==> config.mk <==
export PLATFORM = sky130hd
export DESIGN_NAME = rx_serial_7o1
export DESIGN_NICKNAME = d
export VERILOG_FILES = /design/src/rtl/rx_serial_7o1.sv
export SDC_FILE = /design/constraint.sdc
export NUM_CORES = 1
export LEC_CHECK = 0
export ABC_AREA = 1
export CAP_MARGIN = 10
export CELL_PAD_IN_SITES_DETAIL_PLACEMENT = 1
export CELL_PAD_IN_SITES_GLOBAL_PLACEMENT = 1
export CORE_ASPECT_RATIO = 0.7
export CORE_MARGIN = 3
export CORE_UTILIZATION = 38
export DETAILED_ROUTE_END_ITERATION = 6
export PLACE_DENSITY = 0.72
export SYNTH_ARGS = -nofsm -noshare
export SYNTH_HDL_FRONTEND = slang
export SYNTH_SLANG_ARGS = --single-unit
==> constraint.sdc <==
create_clock -name clock -period 1.6 [get_ports clock]
set_clock_uncertainty 0.2 [all_clocks]
set_input_delay 0.32 -clock clock [delete_from_list [all_inputs] [get_ports clock]]
set_output_delay 0.32 -clock clock [all_outputs]
set_load 0.1 [all_outputs]
==> src/rtl/rx_serial_7o1.sv <==
// rx_serial_7o1 -- receiver for the 7O1 asynchronous serial format.
//
// Frame: start (0), 7 data bits LSB first, odd parity bit, stop (1); line idles high.
// The line is synchronised, each bit is sampled at its centre, and the received
// character is held until the consumer acknowledges it.
//
// Ports:
//   clock          system clock, rising edge
//   reset          asynchronous, active-low reset
//   entrada_serial asynchronous serial line (idle 1)
//   recebe_dado    consumer acknowledge, clears tem_dado
//   dados_ascii    last received character
//   paridade_ok    last frame had odd parity over data+parity
//   erro_stop      last frame's stop bit was sampled 0
//   pronto         one-cycle pulse when a frame has been stored
//   tem_dado       character held and not yet acknowledged
//   erro_overrun   sticky: a frame was stored while tem_dado was 1
//   db_tick        one-cycle pulse at every sample instant
//   db_estado      current FSM state code
module rx_serial_7o1 #(
  parameter int CICLOS_BIT = 434
) (
  input  logic       clock,
  input  logic       reset,
  input  logic       entrada_serial,
  input  logic       recebe_dado,
  output logic [6:0] dados_ascii,
  output logic       paridade_ok,
  output logic       erro_stop,
  output logic       pronto,
  output logic       tem_dado,
  output logic       erro_overrun,
  output logic       db_tick,
  output logic [3:0] db_estado
);

  localparam int CW = $clog2(CICLOS_BIT);
  localparam logic [CW-1:0] HALF_M1 = CW'(CICLOS_BIT / 2 - 1);
  localparam logic [CW-1:0] FULL_M1 = CW'(CICLOS_BIT - 1);
  localparam logic [CW-1:0] CNT_ONE = CW'(1);

  typedef enum logic [3:0] {
    INICIAL  = 4'd0,
    ESPERA   = 4'd1,
    START    = 4'd2,
    DADOS    = 4'd3,
    STOP     = 4'd4,
    ARMAZENA = 4'd5
  } state_t;

  state_t        state_reg;
  logic          sync_meta_reg;
  logic          s_reg;
  logic          armed_reg;
  logic [CW-1:0] tick_cnt_reg;
  logic [3:0]    bit_cnt_reg;
  logic [7:0]    shift_reg;
  logic          tick;

  // Two-flop synchroniser. Resetting to 1 (idle) keeps a reset release
  // from looking like a falling edge.
  always_ff @(posedge clock or negedge reset) begin
    if (!reset) begin
      sync_meta_reg <= 1'b1;
      s_reg         <= 1'b1;
    end else begin
      sync_meta_reg <= entrada_serial;
      s_reg         <= sync_meta_reg;
    end
  end

  // Sample instant: half a bit into START (centre of the start bit), then one
  // full bit period per sample in DADOS and STOP.
  always_comb begin
    tick = 1'b0;
    case (state_reg)
      START:       tick = (tick_cnt_reg == HALF_M1);
      DADOS, STOP: tick = (tick_cnt_reg == FULL_M1);
      default:     tick = 1'b0;
    endcase
  end

  assign db_tick   = tick;
  assign db_estado = 4'(state_reg);

  always_ff @(posedge clock or negedge reset) begin
    if (!reset) begin
      state_reg    <= INICIAL;
      armed_reg    <= 1'b0;
      tick_cnt_reg <= '0;
      bit_cnt_reg  <= 4'd0;
      shift_reg    <= 8'd0;
      dados_ascii  <= 7'd0;
      paridade_ok  <= 1'b0;
      erro_stop    <= 1'b0;
      pronto       <= 1'b0;
      tem_dado     <= 1'b0;
      erro_overrun <= 1'b0;
    end else begin
      pronto <= 1'b0;
      // The store below is written later in this block, so a simultaneous
      // store overrides the acknowledge.
      if (recebe_dado) tem_dado <= 1'b0;

      case (state_reg)
        INICIAL: begin
          armed_reg    <= 1'b0;
          tick_cnt_reg <= '0;
          state_reg    <= ESPERA;
        end

        ESPERA: begin
          tick_cnt_reg <= '0;
          bit_cnt_reg  <= 4'd0;
          // Only a 1->0 transition starts a frame, so a line stuck low
          // (break) cannot retrigger until it has gone back high.
          if (armed_reg && !s_reg) begin
            state_reg <= START;
          end else if (s_reg) begin
            armed_reg <= 1'b1;
          end
        end

        START: begin
          if (tick) begin
            tick_cnt_reg <= '0;
            // Line back high at mid start bit: treat as a glitch.
            state_reg    <= s_reg ? ESPERA : DADOS;
          end else begin
            tick_cnt_reg <= tick_cnt_reg + CNT_ONE;
          end
        end

        DADOS: begin
          if (tick) begin
            tick_cnt_reg <= '0;
            // Shift in from the top: after 8 samples bit0 sits in [0]
            // and the parity bit in [7].
            shift_reg    <= {s_reg, shift_reg[7:1]};
            if (bit_cnt_reg == 4'd7) begin
              bit_cnt_reg <= 4'd0;
              state_reg   <= STOP;
            end else begin
              bit_cnt_reg <= bit_cnt_reg + 4'd1;
            end
          end else begin
            tick_cnt_reg <= tick_cnt_reg + CNT_ONE;
          end
        end

        STOP: begin
          if (tick) begin
            tick_cnt_reg <= '0;
            // Output registers are written on the edge into ARMAZENA so
            // that they, tem_dado and pronto all appear in the ARMAZENA cycle.
            dados_ascii  <= shift_reg[6:0];
            paridade_ok  <= ^shift_reg;
            erro_stop    <= ~s_reg;
            erro_overrun <= erro_overrun | tem_dado;
            tem_dado     <= 1'b1;
            pronto       <= 1'b1;
            state_reg    <= ARMAZENA;
          end else begin
            tick_cnt_reg <= tick_cnt_reg + CNT_ONE;
          end
        end

        ARMAZENA: begin
          armed_reg <= 1'b0;
          state_reg <= ESPERA;
        end

        default: state_reg <= INICIAL;
      endcase
    end
  end

endmodule
### After elaboration in Yosys (flattened, before gate mapping)

Cells that the tools add are included.

* output and inout bits: 17
* word-level logic and storage cells: 69
* bits of input ports: 4
* register bits after elaboration: 40

* equality and inequality tests: 15
* add/subtract/negate cells: 2
* reduce and logical (&&, ||, !) cells: 16
* bitwise logic cells: 2
* multiplexer cells: 21

Operator list (count)
* 4-bit 2-to-1 mux: 7
* 4-bit case mux with 5 select lines: 1
* 9-bit case mux with 2 select lines: 1
* 2-bit inequality test, second input constant: 7
* 4-bit by 3-bit == test with 1-bit output, second input constant: 3
* 9-bit by 1-bit adder with 9-bit output, second input constant: 1
* 9-bit by 8-bit == test with 1-bit output, second input constant: 1
* 9-bit == test, second input constant: 1
* 9-bit 2-to-1 mux: 1
* 4-bit by 2-bit == test with 1-bit output, second input constant: 2
* 4-bit case mux with 2 select lines: 1
* 8-bit parity: 1
* 1-bit 2-to-1 mux: 7
* 2-bit AND reduction: 3
* 2-bit nonzero test: 3
* 2-bit OR reduction: 3
* 5-bit AND reduction: 1
* 4-bit by 1-bit adder with 4-bit output, second input constant: 1
* 4-bit by 1-bit == test with 1-bit output, second input constant: 1
* 4-bit zero test: 1
* 1-bit case mux with 2 select lines: 2
* 3-bit AND reduction: 1
* 3-bit OR reduction: 1
* 2-bit 2-to-1 mux: 1
* other kinds (4): 4

### Depth between registers and ports, before layout

Gate-level depths: netlist (run 1).

* depth after elaboration: 5
* depth in mapped cells: 12
* gate-level depth less buffers: 11

### Worst setup path before layout (run 1)

Ideal clock, no wire load.

* path type: reg-to-output
* start point: register state_reg[1] (netlist: db_estado[1])
* end point: output db_tick
* data required time: 1.080 ns
* cell stages (with the launch flop): 9
* slack: -1.231 ns
* data arrival time: 2.311 ns
* cell sequence: dfrtp_1 > buf_6 > o21ai_2 > nand2_2 > nand2_2 > nand2_4 > and2_4 > nand2_1 > inv_1

* longest elaborated chain between the ends: 3

Ends and longest elaborated chain
* start: declaration: RTL line 51 `state_t state_reg;`
* start signal: assignment: RTL line 128 `state_reg <= s_reg ? ESPERA : DADOS;`
* 4-bit by 2-bit == test with 1-bit output / 4-bit by 3-bit == test with 1-bit output (equally long branches): RTL line 76 `case (state_reg)`
* 2-bit OR reduction: RTL line 76
* 1-bit case mux with 2 select lines *: RTL line 76
* end: declaration: RTL line 33 `output logic db_tick,`

Mark *: on every way between the ends. The rest lies on a longest branch, timed or not.

### Final worst setup path (run 1)

Ends and elaborated chain as after synthesis.

==> results.py, run 1 <==
metrics = {
    "outcome": {
        "status": "finished with violations",
        "failed_checks": "negative setup slack",
    },
    "layout": {
        "mostFrequentLayoutCell": "sky130_fd_sc_hd__buf_4",
        "largest_register_ffs": 9,
        "fillerInstances": 523,
        "final_net_count": 314,
        "ant_diodes": 0,
        "syn_to_final_growth_pct": 66.1,
        "final_util_pct": 67.5,
        "layout_cells_sized_above_1_pct": 53.1,
        "layout.cells.most_common_list": "42 x sky130_fd_sc_hd__buf_4, 34 x sky130_fd_sc_hd__dfrtp_1, 29 x sky130_fd_sc_hd__nand2_1",
    },
    "clocking": {
        "cts-htree-levels": 2,
        "cts.reportedPaths.clkPinSlew_ns": 0.09,
        "clock_tree_buf_depth": 2,
        "clock_tree.root_cell": "sky130_fd_sc_hd__clkbuf_8",
        "clkLatencyLatePin_ns": 0.31,
        "clock_sinks": 39,
        "cts-buffers-inserted": 5,
        "tritoncts_clock_tree": "built",
    },
    "timing": {
        "setup-violations-final": 41,
        "worstMarginPinSlew_ns": 0.529,
        "setup_ws_ns": -0.674,
        "clock.fmax_mhz": 440,
        "hold-worst-slack_ns": 0.160,
        "min_period_ns": 2.27,
        "relSlewSlack_pct": 64.5,
        "timing.final.max_slew_violations": 0,
        "min_period_over_period_pct": 142,
        "finalHoldViolations": 0,
        "setup_repair_after_global_routing_missed_its_margin": "yes",
    },
    "power": {
        "power_switching_mw": 2.07,
        "p_leak_nw": 1.51,
        "clkPwrFrac_pct": 16.3,
        "power.density_cell_area_mw_per_mm2": 1360,
        "power_switching_share_pct": 45.8,
        "power.share.combinational_pct": 56.8,
        "vdd_ir_drop_max_v": 0.000697,
        "seqPwrFrac_pct": 26.8,
        "internal-power_mw": 2.45,
    },
    "route": {
        "count_of_vias_placed_by_the_detailed_router": 2016,
        "first_pass_iters": 4,
        "initialDrtViolationCount": 133,
        "drt.antenna.violating_nets": 0,
        "detail_route.wirelength_mm": 8.88,
        "drc_viols": 0,
        "post_drt_wl_per_cell_um": 23.5,
        "via_per_inst": 5.33,
    },
    "grt": {
        "grtUsageTotal_pct": 27.7,
        "grt_start_max_net_pins": 25,
        "grt_pass1_vias": 2180,
        "grt_antenna_before_repair": 0,
        "wire_length_of_the_first_global_routing_pass_mm": 12.7,
        "overflow": 0,
    },
    "placed_design": {
        "dp.final_hpwl_mm": 4.52,
        "detailedPlace.worstSlack_ns": -0.309,
        "io_buffer_count": 19,
        "gp_congestion": 0.791,
    },
    "die": {
        "die_w_um": 92.8,
        "ios": 21,
        "initial_utilization_pct": 40.6,
        "dieHeight_um": 66.8,
        "core_mm2": 0.00494,
        "std_cell_rows": 21,
        "die_area_mm2": 0.00620,
    },
    "hold_path": {
        "min-delay-path-class": "flop to flop",
        "timing.hold.worst.start": "sync_meta_reg",
    },
    "worst_setup_path": {
        "crit_path_cell_trace": "nor2_4 > nand2_4 > a21oi_4 > and2_4 > nand2_4 > clkinvlp_4 > buf_12",
        "cpPeakStageDelay_ns": 0.55,
        "critPathLaunchType": "flop",
        "r2r-start": "db_estado[0]",
        "required_ns": 1.08,
        "cp_common_cell": "sky130_fd_sc_hd__nand2_4",
        "setup.worst_path.start": "db_estado[1]",
        "setup.worst_path.end_class": "primary output",
        "critPathMaxFanout": 6,
        "timing_worst_setup_path_type": "flop to primary output",
        "critical-path-slowest-cell": "sky130_fd_sc_hd__dfrtp_4",
        "critical_path_arrival_ns": 1.75,
        "worst_path_dominant_cell_family": "flip-flops",
        "crit_buf_inv": 2,
    },
    "synth": {
        "synthesis.area_per_instance_um2": 8.91,
        "synthesis.instances": 225,
        "syn-cell-area_mm2": 0.00201,
        "synth.ff_latch_count": 39,
        "post_synthesis_net_count": 231,
        "synth.distinct_cells": 32,
        "synth-warning-count": 0,
        "ys_seq_area_share_pct": 48.8,
    },
    "job": {
        "maxcap_viol_count": 0,
    },
}
-- routing by layer --
metal / wire length [um] / track usage [%] / vias to the layer above
met3: 493 / 4.63 / 28
met5: 0 / 0 / -
met1: 3590 / 34.1 / 1036
li1: - / - / 875
met4: 325 / 8.23 / 0
met2: 4460 / 50.2 / 77
-- synth_stat cells (all sizes together) --
library cell	n	area, um2
xor2	9	78.8
nand3	13	90.1
o22ai	1	6.26
dfstp	2	52.6
ha	2	25.0
o21ai	23	141
o31ai	1	7.51
a31oi	1	6.26
and2	1	8.76
nand4	2	27.5
buf	4	50.1
nand2	64	275
dfrtp	37	926
o21bai	1	18.8
nor2	24	97.6
conb	1	3.75
xnor2	4	35.0
nor3	2	10.0
a21oi	5	40.0
inv	28	105
-- cell families (layout without fill, tap and decap cells) --
logic type      after synthesis  in the layout  synth area share (%)
compound gates               32             32                  11.0
xor+xnor                     13             13                  5.68
buf+inv                      32            116                  7.74
simple gates                106            106                  25.4
fa+ha+maj                     2              2                  1.25
other cells                   1              1                 0.187
flops                        39             39                  48.8
-- worst reg2reg max path, delay by kind of cell (launching register included) --
family / cells / cell delay [ns]
flip-flops: 1 / 0.55
buffers and inverters: 4 / 0.53
AND/OR/NAND/NOR: 2 / 0.39
XOR/XNOR: 1 / 0.20
AO/OA/AOI/OAI: 1 / 0.18
-- power by group through the flow --
stage	clock network, mW	logic (mW)	registers, mW
2_1_floorplan	0	0.717	1.47
4_1_cts	0.710	2.05	1.20
3_3_place_gp	0	1.70	1.20
5_1_grt	0.765	2.68	1.22
3_5_place_dp	0	1.78	1.21
6_report	0.740	2.57	1.21
-- path summary, 6_finish.rpt --
check	slack [ns]	end	depth (start not counted)
max in group asynchronous	0.42	bit_cnt_reg[3]	3
min in group asynchronous	0.27	tick_cnt_reg[0]	2
max	-0.67	db_tick	7
min reg2reg	0.16	s_reg	0
min	0.16	s_reg	0
max reg2reg	-0.57	tick_cnt_reg[8]	8
-- layout make-up --
| cell class | count | area (um2) | share of cell area, % |
|---|---|---|---|
| Tap cell | 69 | 86.3 | 2.59 |
| Inverter | 28 | 114 | 3.42 |
| Clock inverter | 1 | 5.00 | 0.150 |
| Sequential cell | 39 | 987 | 29.6 |
| Timing Repair Buffer | 80 | 925 | 27.8 |
| Clock buffer | 7 | 86.3 | 2.59 |
| Multi-Input combinational cell | 154 | 1130 | 33.9 |
-- stage by stage --
step / cells / total power, mW / TNS [ns] / instance area (um2)
6_report: 378 / 4.53 / -18.67 / 3330
5_1_grt: 378 / 4.67 / -20.34 / 3330
4_1_cts: 372 / 3.95 / -14.81 / 3160
3_5_place_dp: 353 / 2.99 / -7.51 / 2840
3_3_place_gp: 353 / 2.89 / -4.79 / 2840
2_1_floorplan: 225 / 2.19 / -14.43 / 2080
-- timing repair --
item                                   in CTS  in global routing
gates cloned                                1                  0
setup endpoints to repair                  41                 41
endpoints found under the hold margin      13                  0
resized for setup                          34                 39
hold buffers                                1                  0
setup buffers                              10                 10
pin swaps                                  11                 13
Power figures use the tool's default switching activity.
==> inputs of run 2 (changes only) <==
Settings changed: SLEW_MARGIN set to 20.
==> results of run 2 <==
No change in the layout: final DEF, timing and power equal those of run 1.
